**config.mk**
```make
export PLATFORM = sky130hd
export DESIGN_NAME = detector_scheduler
export DESIGN_NICKNAME = d
export VERILOG_FILES = /design/src/rtl/detector_scheduler.sv
export SDC_FILE = /design/constraint.sdc
export NUM_CORES = 1
export LEC_CHECK = 0
export BUFFER_PORTS_ARGS = -buffer_cell sky130_fd_sc_hd__buf_2
export CORE_ASPECT_RATIO = 1.25
export CORE_MARGIN = 4
export CORE_UTILIZATION = 56
export CTS_CLUSTER_DIAMETER = 60
export CTS_CLUSTER_SIZE = 30
export DETAILED_ROUTE_END_ITERATION = 16
export PLACE_DENSITY_LB_ADDON = 0.1
export SETUP_SLACK_MARGIN = 0.1
export SLEW_MARGIN = 20
export SYNTH_ARGS = -nofsm -noshare
export SYNTH_HDL_FRONTEND = slang
export SYNTH_SLANG_ARGS = --single-unit
```
**constraint.sdc**
```tcl
create_clock -name clock -period 6.4 [get_ports clock]
set_input_delay 0 -clock clock [delete_from_list [all_inputs] [get_ports clock]]
set_output_delay 0 -clock clock [all_outputs]
set_load 0.05 [all_outputs]
```
**src/rtl/detector_scheduler.sv**
```systemverilog
// Round-robin scheduler that time-shares one serial "1101" Moore detector:
// grants a requester, clears the detector, shifts its word MSB first and reports hits.
module detector_scheduler #(
  parameter int N_REQ      = 4,
  parameter int WORD_W     = 8,
  parameter int RST_CYCLES = 2,
  parameter int CNT_W      = $clog2(WORD_W + 1)
) (
  input  logic                     clock,
  input  logic                     reset,
  input  logic [N_REQ-1:0]         req,
  input  logic [N_REQ*WORD_W-1:0]  word_in,
  output logic [N_REQ-1:0]         grant,
  output logic                     det_bit,
  output logic                     det_reset,
  input  logic                     det_flag,
  output logic                     done,
  output logic [$clog2(N_REQ)-1:0] done_id,
  output logic                     hit,
  output logic [CNT_W-1:0]         match_count
);

  localparam int ID_W = $clog2(N_REQ);
  localparam int TMAX = (RST_CYCLES > WORD_W) ? RST_CYCLES : WORD_W;
  localparam int TW   = $clog2(TMAX + 1);

  localparam logic [2:0] S_IDLE   = 3'd0;
  localparam logic [2:0] S_CLEAR  = 3'd1;
  localparam logic [2:0] S_SHIFT  = 3'd2;
  localparam logic [2:0] S_DRAIN  = 3'd3;
  localparam logic [2:0] S_REPORT = 3'd4;

  logic [2:0]        state_q, state_d;
  logic [TW-1:0]     cnt_q, cnt_d;
  logic [ID_W-1:0]   ptr_q, ptr_d;
  logic [ID_W-1:0]   id_q, id_d;
  logic [WORD_W-1:0] sr_q, sr_d;
  logic [N_REQ-1:0]  grant_q, grant_d;
  logic [CNT_W-1:0]  acc_q, acc_d;
  logic              hacc_q, hacc_d;
  logic              done_q, done_d;
  logic [ID_W-1:0]   done_id_q, done_id_d;
  logic              hit_q, hit_d;
  logic [CNT_W-1:0]  mcnt_q, mcnt_d;

  logic              win_found;
  logic [ID_W-1:0]   win_idx;
  logic [ID_W-1:0]   cand_idx;
  logic [WORD_W-1:0] win_word;
  int                cand;
  logic              sample;
  logic [CNT_W-1:0]  acc_upd;
  logic              hacc_upd;

  function automatic logic [CNT_W-1:0] sat_inc(input logic [CNT_W-1:0] v);
    if (v >= CNT_W'(WORD_W)) return v;
    return v + CNT_W'(1);
  endfunction

  // Search starts at ptr and wraps, so the first high req after ptr wins.
  always_comb begin
    win_found = 1'b0;
    win_idx   = '0;
    cand_idx  = '0;
    cand      = 0;
    win_word  = '0;
    for (int i = 0; i < N_REQ; i++) begin
      cand = int'(ptr_q) + i;
      if (cand >= N_REQ) cand = cand - N_REQ;
      cand_idx = ID_W'(cand);
      if (!win_found && req[cand_idx]) begin
        win_found = 1'b1;
        win_idx   = cand_idx;
      end
    end
    for (int i = 0; i < N_REQ; i++) begin
      if (win_idx == ID_W'(i)) win_word = word_in[i*WORD_W +: WORD_W];
    end
  end

  // The flag lags its bit by one cycle, so shift cycle 0 is skipped and DRAIN is sampled.
  always_comb begin
    sample   = ((state_q == S_SHIFT) && (cnt_q != '0)) || (state_q == S_DRAIN);
    acc_upd  = (sample && det_flag) ? sat_inc(acc_q) : acc_q;
    hacc_upd = hacc_q | (sample & det_flag);

    state_d   = state_q;
    cnt_d     = cnt_q;
    ptr_d     = ptr_q;
    id_d      = id_q;
    sr_d      = sr_q;
    grant_d   = '0;
    acc_d     = acc_q;
    hacc_d    = hacc_q;
    done_d    = 1'b0;
    done_id_d = done_id_q;
    hit_d     = hit_q;
    mcnt_d    = mcnt_q;

    case (state_q)
      S_IDLE: begin
        if (win_found) begin
          sr_d             = win_word;
          grant_d[win_idx] = 1'b1;
          id_d             = win_idx;
          ptr_d            = (win_idx == ID_W'(N_REQ - 1)) ? '0 : win_idx + ID_W'(1);
          cnt_d            = '0;
          state_d          = S_CLEAR;
        end
      end
      S_CLEAR: begin
        acc_d  = '0;
        hacc_d = 1'b0;
        if (cnt_q == TW'(RST_CYCLES - 1)) begin
          cnt_d   = '0;
          state_d = S_SHIFT;
        end else begin
          cnt_d = cnt_q + TW'(1);
        end
      end
      S_SHIFT: begin
        acc_d  = acc_upd;
        hacc_d = hacc_upd;
        sr_d   = {sr_q[WORD_W-2:0], 1'b0};
        if (cnt_q == TW'(WORD_W - 1)) begin
          cnt_d   = '0;
          state_d = S_DRAIN;
        end else begin
          cnt_d = cnt_q + TW'(1);
        end
      end
      S_DRAIN: begin
        acc_d     = acc_upd;
        hacc_d    = hacc_upd;
        done_d    = 1'b1;
        done_id_d = id_q;
        hit_d     = hacc_upd;
        mcnt_d    = acc_upd;
        state_d   = S_REPORT;
      end
      S_REPORT: state_d = S_IDLE;
      default:  state_d = S_IDLE;
    endcase
  end

  always_ff @(posedge clock or negedge reset) begin
    if (!reset) begin
      state_q   <= S_IDLE;
      cnt_q     <= '0;
      ptr_q     <= '0;
      id_q      <= '0;
      sr_q      <= '0;
      grant_q   <= '0;
      acc_q     <= '0;
      hacc_q    <= 1'b0;
      done_q    <= 1'b0;
      done_id_q <= '0;
      hit_q     <= 1'b0;
      mcnt_q    <= '0;
    end else begin
      state_q   <= state_d;
      cnt_q     <= cnt_d;
      ptr_q     <= ptr_d;
      id_q      <= id_d;
      sr_q      <= sr_d;
      grant_q   <= grant_d;
      acc_q     <= acc_d;
      hacc_q    <= hacc_d;
      done_q    <= done_d;
      done_id_q <= done_id_d;
      hit_q     <= hit_d;
      mcnt_q    <= mcnt_d;
    end
  end

  // Detector is held in reset everywhere except while bits are being streamed.
  assign det_reset   = !((state_q == S_SHIFT) || (state_q == S_DRAIN));
  assign det_bit     = (state_q == S_SHIFT) && sr_q[WORD_W-1];
  assign grant       = grant_q;
  assign done        = done_q;
  assign done_id     = done_id_q;
  assign hit         = hit_q;
  assign match_count = mcnt_q;

endmodule

```
==> impl_metrics.ini, run 1 <==
[timing]
relSlewSlack_pct = 47.8
layout_min_cycle_time_ns = 2.61
finalCritPeriodShare_pct = 40.8
grt_setup_unrepaired = false
hold_viol = 0
fin_skew_ns = 0.00742
setup_viol = 0
maxSlewViolCount = 0
setup_tns_ns = 0
tightest_slew_ns = 0.783
fmax_mhz = 383

[pwr]
clkPwrFrac_pct = 15.8
swShare_pct = 45.3
peakVddDrop_uv = 314
combinationalPowerShare_pct = 50.9
switching_power_mw = 0.562
power_mw = 1.24
p_leak_nw = 1.19
powerDensity_mw_per_mm2 = 510
pwr-share-seq_pct = 33.3
internal_power_mw = 0.679

[route]
routed_wl_um = 4130
drtIter0Drc = 38
wl_per_cell_um = 14.0
num_vias = 1669
antenna_left = 0
drt-vias-per-instance = 5.68
first_pass_iters = 4
drc_errors = 0

[final_layout]
multiInputGateArea_mm2 = 0.00104
final_util_pct = 69.8
nNetsFinal = 302
diodes = 0
area_delta_synth_final_pct = 20.8
drive_above_1_share_pct = 28.6
fillers = 286
final_cell_area_mm2 = 0.00243
seq_area_um2 = 901

[worst_setup_path]
slowest_delay_ns = 0.52
critical_path_buf_inv_count = 1
worstPathArrival_ns = 2.83
critPathMaxFanout = 11
critPathCaptureType = flop
ff2ff_path_depth = 9
path_cells = nand2b_1, nand2_1, a221oi_1, inv_1, ha_1, nor2b_1, a22oi_1, a211oi_1, a221o_1
slowest_stage = a221oi_1
r2r_end = sr_q[2]
worstReg2RegStart = ptr_q[0]
crit_path_start_kind = flop
r2r_slack_ns = 3.79
criticalPathCategory = reg2reg
critPathRequiredTime_ns = 6.62
critPathTopFamily = compound AO/OA/AOI/OAI gates

[yosys]
synth-seq-cells = 36
syn_nets = 246
yosys.area.top_type = dfrtp_1
yosys_warnings = 0
yosysSeqAreaShare_pct = 44.8
synth_top_area_share_pct = 44.8
synth-edff-count = 0
synth_cell_types = 48
netlist_area_mm2 = 0.00201
ys_top_cells_by_count = dfrtp_1, nand2_1, nor2_1
ys_async_sr_fraction_pct = 100
synth-main-ff-cell = dfrtp_1
syn_inst = 198
avgSynthCellArea_um2 = 10.2
synth_area_leaders = dfrtp_1, ha_1, nand2_1
yosysMostFrequentCell = dfrtp_1

[grt]
grt_pass1_wl_um = 6950
antenna_found_initial = 0
grt_overflow = 0
grt_pass1_vias = 1706
grt_max_degree = 37
grt_util_all_layers_pct = 19.6

[outcome]
status = completed

[worst_hold_path]
hold_class = in2reg
whs_path_depth = 3
hold_end = sr_q[0]
worstHoldStart = word_in[24]

[place]
hpwl_um = 3150
port_buffers = 52
globalplace.congestion = 0.763
dpl-instance-area_mm2 = 0.00230

[job]
maxCapViolCount = 0

[clock_tree]
cts_tree = done
clkTransAtPathRegs_ns = 0.07
post_cts_buffers = 0
cts_hold_buffers = 2
cts_root_buffer = clkbuf_8
cts.path.max_buffers = 2
clock_latency_ns = 0.29
cts.sinks = 36
cts_inserted_buffers = 5
htree_levels = 2
cts_resized = 0

[floorplanning]
ios = 53
coreArea_mm2 = 0.00348
rows = 24
chipHeight_um = 75.0
start_util_pct = 57.8
die_x_um = 61.6
dieArea_mm2 = 0.00462
[worst register-to-register path, stage by stage (launching register included)]
cell      delay [ns]
dfrtp_1         0.42
nand2b_1        0.11
nand2_1         0.07
a221oi_1        0.52
inv_1           0.13
ha_1            0.33
nor2b_1         0.40
a22oi_1         0.12
a211oi_1        0.29
a221o_1         0.15
[layout by cell type (no fill, tap or decap), drive strengths merged, types with 3 or more instances in the layout]
master / synthesis / layout
a211oi: 6 / 6
clkbuf: 3 / 5
ha: 9 / 9
and2: 5 / 5
dfrtp: 36 / 36
o22ai: 7 / 7
nand3b: 5 / 5
a22o: 3 / 3
o21ai: 7 / 7
nand2b: 9 / 9
mux2i: 3 / 3
a221o: 8 / 8
buf: 2 / 52
a22oi: 7 / 7
a21oi: 8 / 8
nand4: 3 / 3
nor2b: 3 / 3
inv: 12 / 12
nand3: 3 / 3
nand2: 23 / 23
a21o: 3 / 3
nor2: 12 / 12
[metrics by stage]
step / hold WS [ns] / cells / setup slack [ns]
after detailed placement: 0.132 / 284 / 3.79
after floorplan: -0.296 / 198 / 4.24
after CTS: 0.0325 / 294 / 3.76
final: 0.0317 / 294 / 3.79
after global placement: 0.124 / 284 / 3.96
after global routing: 0.0327 / 294 / 3.58
[power groups by stage]
stage	Combinational, mW	Clock, mW	Sequential [mW]
final	0.631	0.197	0.413
after global routing	0.700	0.211	0.430
after CTS	0.639	0.201	0.412
after detailed placement	0.638	0	0.415
after global placement	0.623	0	0.415
after floorplan	0.439	0	0.473
[per-layer routing]
metal	vias to the layer above	global-route usage, %	part of all wire (%)	wire length (um)
met5	-	0	0	0
met4	0	6.37	1.4	59
met3	4	5.15	7.2	299
met2	70	34.7	50	2050
met1	763	22.6	42	1720
li1	832	-	-	-
[flip-flops by register name, indices dropped and copies added, names as in the netlist]
name and flops:
ptr_q 2, hit 1, match_count 4, done_id 2, cnt_q 4, sr_q 8, grant 4, state_q 3
done 1, id_q 2, acc_q 4, hacc_q 1
[worst max path at each step]
stage,startpoint,endpoint,slack [ns],depth (start not counted)
6_report,ptr_q[0],sr_q[2],3.79,9
5_1_grt,ptr_q[1],sr_q[1],3.58,9
4_1_cts,ptr_q[1],sr_q[2],3.76,9
3_5_place_dp,ptr_q[1],sr_q[2],3.79,9
3_3_place_gp,ptr_q[1],sr_q[7],3.96,9
2_1_floorplan,ptr_q[0],sr_q[1],4.24,10
[logic make-up after synthesis]
logic type	count (synthesis)	share of synthesized area, %
XOR/XNOR	2	0.871
AND/OR/NAND/NOR	72	21.3
AO/OA/AOI/OAI	57	21.6
multiplexers	5	2.61
adder cells (fa/ha/maj)	9	5.60
flip-flops	36	44.8
buffers and inverters	17	3.30
[area by class of cell]
cell class	instances	share of cell area, %
multi-input combinational	145	43.0
sequential	36	37.1
timing repair buffer	54	11.5
clock buffer	5	2.83
tap	39	2.01
inverter	12	1.85
clock inverter	3	1.75
No activity file was read; power rests on OpenSTA's default activity.
==> inputs of run 2 (changes only) <==
--- a/config.mk
+++ b/config.mk
@@ -5,10 +5,11 @@
 export SDC_FILE = /design/constraint.sdc
 export NUM_CORES = 1
 export LEC_CHECK = 0
+export ABC_AREA = 1
 export BUFFER_PORTS_ARGS = -buffer_cell sky130_fd_sc_hd__buf_2
 export CORE_ASPECT_RATIO = 1.25
 export CORE_MARGIN = 4
-export CORE_UTILIZATION = 56
+export CORE_UTILIZATION = 49
 export CTS_CLUSTER_DIAMETER = 60
 export CTS_CLUSTER_SIZE = 30
 export DETAILED_ROUTE_END_ITERATION = 16
==> constraint.sdc (replaced) <==
create_clock -name clock -period 2.2 [get_ports clock]
set_input_delay 0 -clock clock [delete_from_list [all_inputs] [get_ports clock]]
set_output_delay 0 -clock clock [all_outputs]
set_load 0.05 [all_outputs]
==> impl_metrics.ini, run 2 <==
[yosys]
synth-edff-count = 0
yosysSeqAreaShare_pct = 38.5
syn_nets = 369
synthAdderAreaFrac_pct = 4.82
syn_inst = 321
yosys.area_share.simple_pct = 35.8
synthMuxAreaShare_pct = 0
synth_top_area_share_pct = 38.5
ys_top_cells_by_count = nand2_1, dfrtp_1, inv_1
synth_area_leaders = dfrtp_1, nand2_1, nand3_1
yosysMostFrequentCell = nand2_1
synth_compound_area_share_pct = 12.1
yosys.area.top_type = dfrtp_1
yosys_warnings = 0
synth-seq-cells = 36
synth-main-ff-cell = dfrtp_1
synth_cell_types = 33
synth_top_family_by_area = simple AND/OR/NAND/NOR gates
synth_xor_area_share_pct = 0.749
netlist_area_mm2 = 0.00234
avgSynthCellArea_um2 = 7.28
ys_async_sr_fraction_pct = 100

[final_layout]
drive_above_1_share_pct = 38.4
fillers = 330
nNetsFinal = 461
mostFrequentLayoutCells = nand2_1, buf_2, dfrtp_1
diodes = 0
largest_reg_flops = 8
area_delta_synth_final_pct = 42.8
final_common_cell = nand2_1
max_flop_register = sr_q

[route]
drt-vias-per-instance = 5.13
drtIter0Drc = 168
first_pass_iters = 4
wl_per_cell_um = 14.0
antenna_left = 0
routed_wl_um = 6590
drc_errors = 0
num_vias = 2423

[outcome]
status = complete, but fails checks
violations = negative setup slack

[timing]
setup_viol = 9
fin_skew_ns = 0.00260
relSlewSlack_pct = 45.5
maxSlewViolCount = 0
tightest_slew_ns = 0.817
hold_viol = 0
fmax_mhz = 396
layout_min_cycle_time_ns = 2.53
holdWs_ns = 0.0601
finalCritPeriodShare_pct = 115
grt_setup_unrepaired = true
setup_ws_ns = -0.327

[worst_setup_path]
criticalPathCategory = reg2reg
path_common_cell = nand2_1
path_cells = clkinv_4, buf_12, nand3_4, nand2_4, nand3_2, nand2_1, nand2_1, nand2_2, a21oi_4, inv_2, ha_4, clkbuf_4, a21oi_2, nand2_1, o21ai_1, nand2_1, o211ai_1, nand2_1, nand2_1, nand2_1
critPathRequiredTime_ns = 2.38
crit_path_start_kind = flop
slowest_stage = dfrtp_2
critPathCaptureType = flop
critPathTopFamily = simple AND/OR/NAND/NOR gates
slowest_delay_ns = 0.46
worstPathArrival_ns = 2.70
critPathMaxFanout = 5
critical_path_buf_inv_count = 4

[grt]
antenna_found_initial = 0
grt_pass1_wl_um = 9850
grt_util_all_layers_pct = 19.9
grt_max_degree = 37
grt_overflow = 0
grt_pass1_vias = 2236

[clock_tree]
cts.path.max_buffers = 2
cts_inserted_buffers = 5
cts_tree = done
clock_latency_ns = 0.28
cts_root_buffer = clkbuf_8
cts.sinks = 36
clkTransAtPathRegs_ns = 0.08
htree_levels = 2

[job]
maxCapViolCount = 0

[place]
port_buffers = 52
globalplace.congestion = 0.826
hpwl_um = 4150

[floorplanning]
dieArea_mm2 = 0.00595
ios = 53
chipHeight_um = 85.2
coreArea_mm2 = 0.00449
die_x_um = 69.8
start_util_pct = 52.0
rows = 27

[worst_hold_path]
hold_class = in2reg
run 2: cell count changes after synthesis, moves of 8 or more:
cell | before | now
o21ai_0 | 3 | 18
nand3_1 | 2 | 28
nand2b_1 | 9 | 0
a221o_1 | 8 | 0
nand2_1 | 23 | 119
inv_1 | 10 | 32
run 2: per-layer routing:
layer  GRT usage, %  up-vias  part of all wire, %
li1               -     1218                    -
met1           25.1     1115                   42
met2           34.6       82                   52
met3           3.79        8                  5.2
met4           5.75        0                  1.4
met5              0        -                    0
run 2: path summary, 6_finish.rpt:
check                           slack (ns)              to           start  cells past startpoint
worst max-delay path                 -0.33         sr_q[2]        ptr_q[1]                     20
worst min-delay path                  0.06         sr_q[4]     word_in[28]                      5
worst max register to register       -0.33         sr_q[2]        ptr_q[1]                     20
worst min register to register        0.48  match_count[0]  match_count[0]                      2
max in group asynchronous             1.28        ptr_q[0]           reset                      2
min in group asynchronous             0.34            done           reset                      2
run 2: final cells by class:
type	instances	area [um2]	share of cell area (%)
clock inverter	3	18.8	0.562
sequential	36	903	27.1
clock buffer	5	68.8	2.06
timing repair buffer	92	627	18.8
multi-input combinational	242	1500	44.8
tap	58	72.6	2.17
inverter	36	151	4.54
run 2: repair_timing:
action,4_1_cts,5_1_grt
gates resized for setup,28,28
pin swaps,7,20
setup buffers,5,10
endpoints found under the hold margin,37,0
endpoints found under the setup margin,9,10
hold buffers,2,0
run 2: worst reg2reg max path: stages (launching register included):
cell and delay [ns]:
dfrtp_2 0.46, clkinv_4 0.13, buf_12 0.15, nand3_4 0.09, nand2_4 0.07, nand3_2 0.07, nand2_1 0.05, nand2_1 0.06
nand2_2 0.07, a21oi_4 0.21, inv_2 0.11, ha_4 0.19, clkbuf_4 0.18, a21oi_2 0.10, nand2_1 0.06, o21ai_1 0.08
nand2_1 0.07, o211ai_1 0.09, nand2_1 0.08, nand2_1 0.06, nand2_1 0.05
run 2: cell families after synthesis:
kind of cell    after synthesis
xor+xnor                      2
flops                        36
simple gates                184
compound gates               47
fa+ha+maj                     9
buf+inv                      43
run 2: through the flow:
stage / cells / utilization [%] / setup WS (ns) / instance area (um2) / TNS, ns
2_1_floorplan: 321 / - / 0.0734 / 2420 / 0
3_3_place_gp: 447 / 63.9 / -0.174 / 2870 / -1.21
3_5_place_dp: 447 / 63.9 / -0.219 / 2870 / -1.48
4_1_cts: 462 / 69.6 / -0.118 / 3130 / -0.674
5_1_grt: 472 / 74.3 / -0.442 / 3340 / -3.55
6_report: 472 / 74.3 / -0.327 / 3340 / -2.46
Power of run 2 is not shown: default switching activity piles up to over one toggle a cycle in this logic, so the estimate is an artifact.
==> inputs of run 3 (changes only) <==
--- a/config.mk
+++ b/config.mk
@@ -6,15 +6,14 @@
 export NUM_CORES = 1
 export LEC_CHECK = 0
 export ABC_AREA = 1
-export BUFFER_PORTS_ARGS = -buffer_cell sky130_fd_sc_hd__buf_2
+export BUFFER_PORTS_ARGS = -buffer_cell sky130_fd_sc_hd__clkbuf_2
 export CORE_ASPECT_RATIO = 1.25
-export CORE_MARGIN = 4
 export CORE_UTILIZATION = 49
 export CTS_CLUSTER_DIAMETER = 60
 export CTS_CLUSTER_SIZE = 30
 export DETAILED_ROUTE_END_ITERATION = 16
 export PLACE_DENSITY_LB_ADDON = 0.1
-export SETUP_SLACK_MARGIN = 0.1
+export SETUP_SLACK_MARGIN = 0.15
 export SLEW_MARGIN = 20
 export SYNTH_ARGS = -nofsm -noshare
 export SYNTH_HDL_FRONTEND = slang
==> impl_metrics.ini, run 3 (synthesized netlist as in run 2, its figures left out) <==
[outcome]
status = complete, but fails checks
violations = negative setup slack

[worst_setup_path]
slowest_stage = dfrtp_2
path_cells = clkbuf_16, nand2_1, o21ai_0, o21ai_2, nand3_2, nand3_2, nand2_2, inv_2, ha_4, buf_6, inv_4, o21ai_1, nand2_1, o211ai_1, nand2_1, nand2_1, nand2_1
r2r_end = sr_q[3]
ff2ff_path_depth = 17
slowest_delay_ns = 0.47
criticalPathCategory = reg2reg
crit_path_start_kind = flop
critPathRequiredTime_ns = 2.38
worstPathArrival_ns = 2.75
critPathTopFamily = simple AND/OR/NAND/NOR gates
critical_path_buf_inv_count = 4
critPathCaptureType = flop
critPathMaxFanout = 8
worstReg2RegStart = ptr_q[0]
r2r_slack_ns = -0.38
path_common_cell = nand2_1

[timing]
layout_min_cycle_time_ns = 2.58
setup_viol = 10
setup_tns_ns = -2.74
tightest_slew_ns = 0.902
maxSlewViolCount = 0
fmax_mhz = 388
hold_viol = 0
finalCritPeriodShare_pct = 117
fin_skew_ns = 0.00640
setup_ws_ns = -0.377
grt_setup_unrepaired = true
relSlewSlack_pct = 39.9

[grt]
busiest_layer = met2
grt_pass1_vias = 2172
grt_max_degree = 37
use_met3_pct = 4.45
grtUsageMet1_pct = 27.5
antenna_found_initial = 0
grt_util_all_layers_pct = 23.2
grt_pass1_wl_um = 9220
grt_util_met2_pct = 41.4
grt_overflow = 0

[clock_tree]
cts_root_buffer = clkbuf_8
clkTransAtPathRegs_ns = 0.08
cts_tree = done
cts_inserted_buffers = 5
cts.sinks = 36
cts.path.max_buffers = 2
htree_levels = 2
clock_latency_ns = 0.28

[final_layout]
max_flop_register = sr_q
diodes = 0
final_common_cell = nand2_1
area_delta_synth_final_pct = 44.0
largest_reg_flops = 8
stdcell_count = 470
mostFrequentLayoutCells = nand2_1, clkbuf_2, dfrtp_1
nNetsFinal = 459
fillers = 323
drive_above_1_share_pct = 39.1
final_util_pct = 74.9
final_cell_area_mm2 = 0.00337

[floorplanning]
die_x_um = 63.8
ios = 53
dieArea_mm2 = 0.00505
chipHeight_um = 79.2
coreArea_mm2 = 0.00449
start_util_pct = 52.0
rows = 27

[route]
drc_errors = 0
num_vias = 2451
drt-vias-per-instance = 5.21
drtIter0Drc = 116
wl_per_cell_um = 13.1
routed_wl_um = 6180
antenna_left = 0
first_pass_iters = 4

[place]
dp_cells = 444
port_buffers = 52
hpwl_um = 3930
dpl-instance-area_mm2 = 0.00286
globalplace.congestion = 0.810

[job]
maxCapViolCount = 0

[worst_hold_path]
hold_end = sr_q[0]
whs_path_depth = 3
hold_class = in2reg
worstHoldStart = word_in[24]
run 3: cell count changes in the layout (fill, tap and decap cells not counted), moves of 2 or more:
cell	change
buf_2	-52
clkbuf_2	+52
nand2_1	-4
nand2_8	+3
o21ai_1	-2
run 3: worst reg2reg max path, cell delays in order (launching register included):
cell	delay (ns)
dfrtp_2	0.47
clkbuf_16	0.19
nand2_1	0.12
o21ai_0	0.18
o21ai_2	0.18
nand3_2	0.09
nand3_2	0.09
nand2_2	0.10
inv_2	0.13
ha_4	0.20
buf_6	0.15
inv_4	0.06
o21ai_1	0.18
nand2_1	0.08
o211ai_1	0.09
nand2_1	0.07
nand2_1	0.06
nand2_1	0.05
run 3: final cells by class:
type	instances	area [um2]	area share, %
Timing Repair inverter	1	7.51	0.223
Clock inverter	3	18.8	0.558
Sequential cell	36	903	26.8
Clock buffer	5	68.8	2.04
Multi-Input combinational cell	242	1540	45.8
Tap cell	58	72.6	2.16
Timing Repair Buffer	89	603	17.9
Inverter	36	149	4.42
run 3: timing repair:
action / 4_1_cts / 5_1_grt
cloned: 1 / 1
hold buffers: 1 / 0
setup buffers: 2 / 13
gates resized for setup: 22 / 37
setup endpoints to repair: 10 / 10
hold endpoints to repair: 36 / 0
pin swaps: 4 / 25
run 3: metrics by stage:
stage	setup WS [ns]	hold slack, ns
floorplan	0.0734	-0.296
global placement	-0.197	0.175
detailed placement	-0.227	0.180
CTS	-0.138	0.00553
global route	-0.464	0.0465
finish	-0.377	0.0339
run 3: layer usage:
metal / routed length, um / up-vias
met3: 256 / 11
met5: 0 / -
met4: 127 / 0
met1: 2650 / 1148
met2: 3150 / 70
li1: - / 1222
run 3: worst max-delay path by stage:
| stage | from | end | depth (start not counted) |
|---|---|---|---|
| detailed placement | ptr_q[0] | sr_q[7] | 20 |
| CTS | ptr_q[0] | sr_q[7] | 20 |
| floorplan | ptr_q[0] | sr_q[1] | 19 |
| finish | ptr_q[0] | sr_q[3] | 17 |
| global placement | ptr_q[0] | sr_q[7] | 20 |
| global route | ptr_q[0] | sr_q[2] | 17 |
Power of run 3 is left out for the same reason.
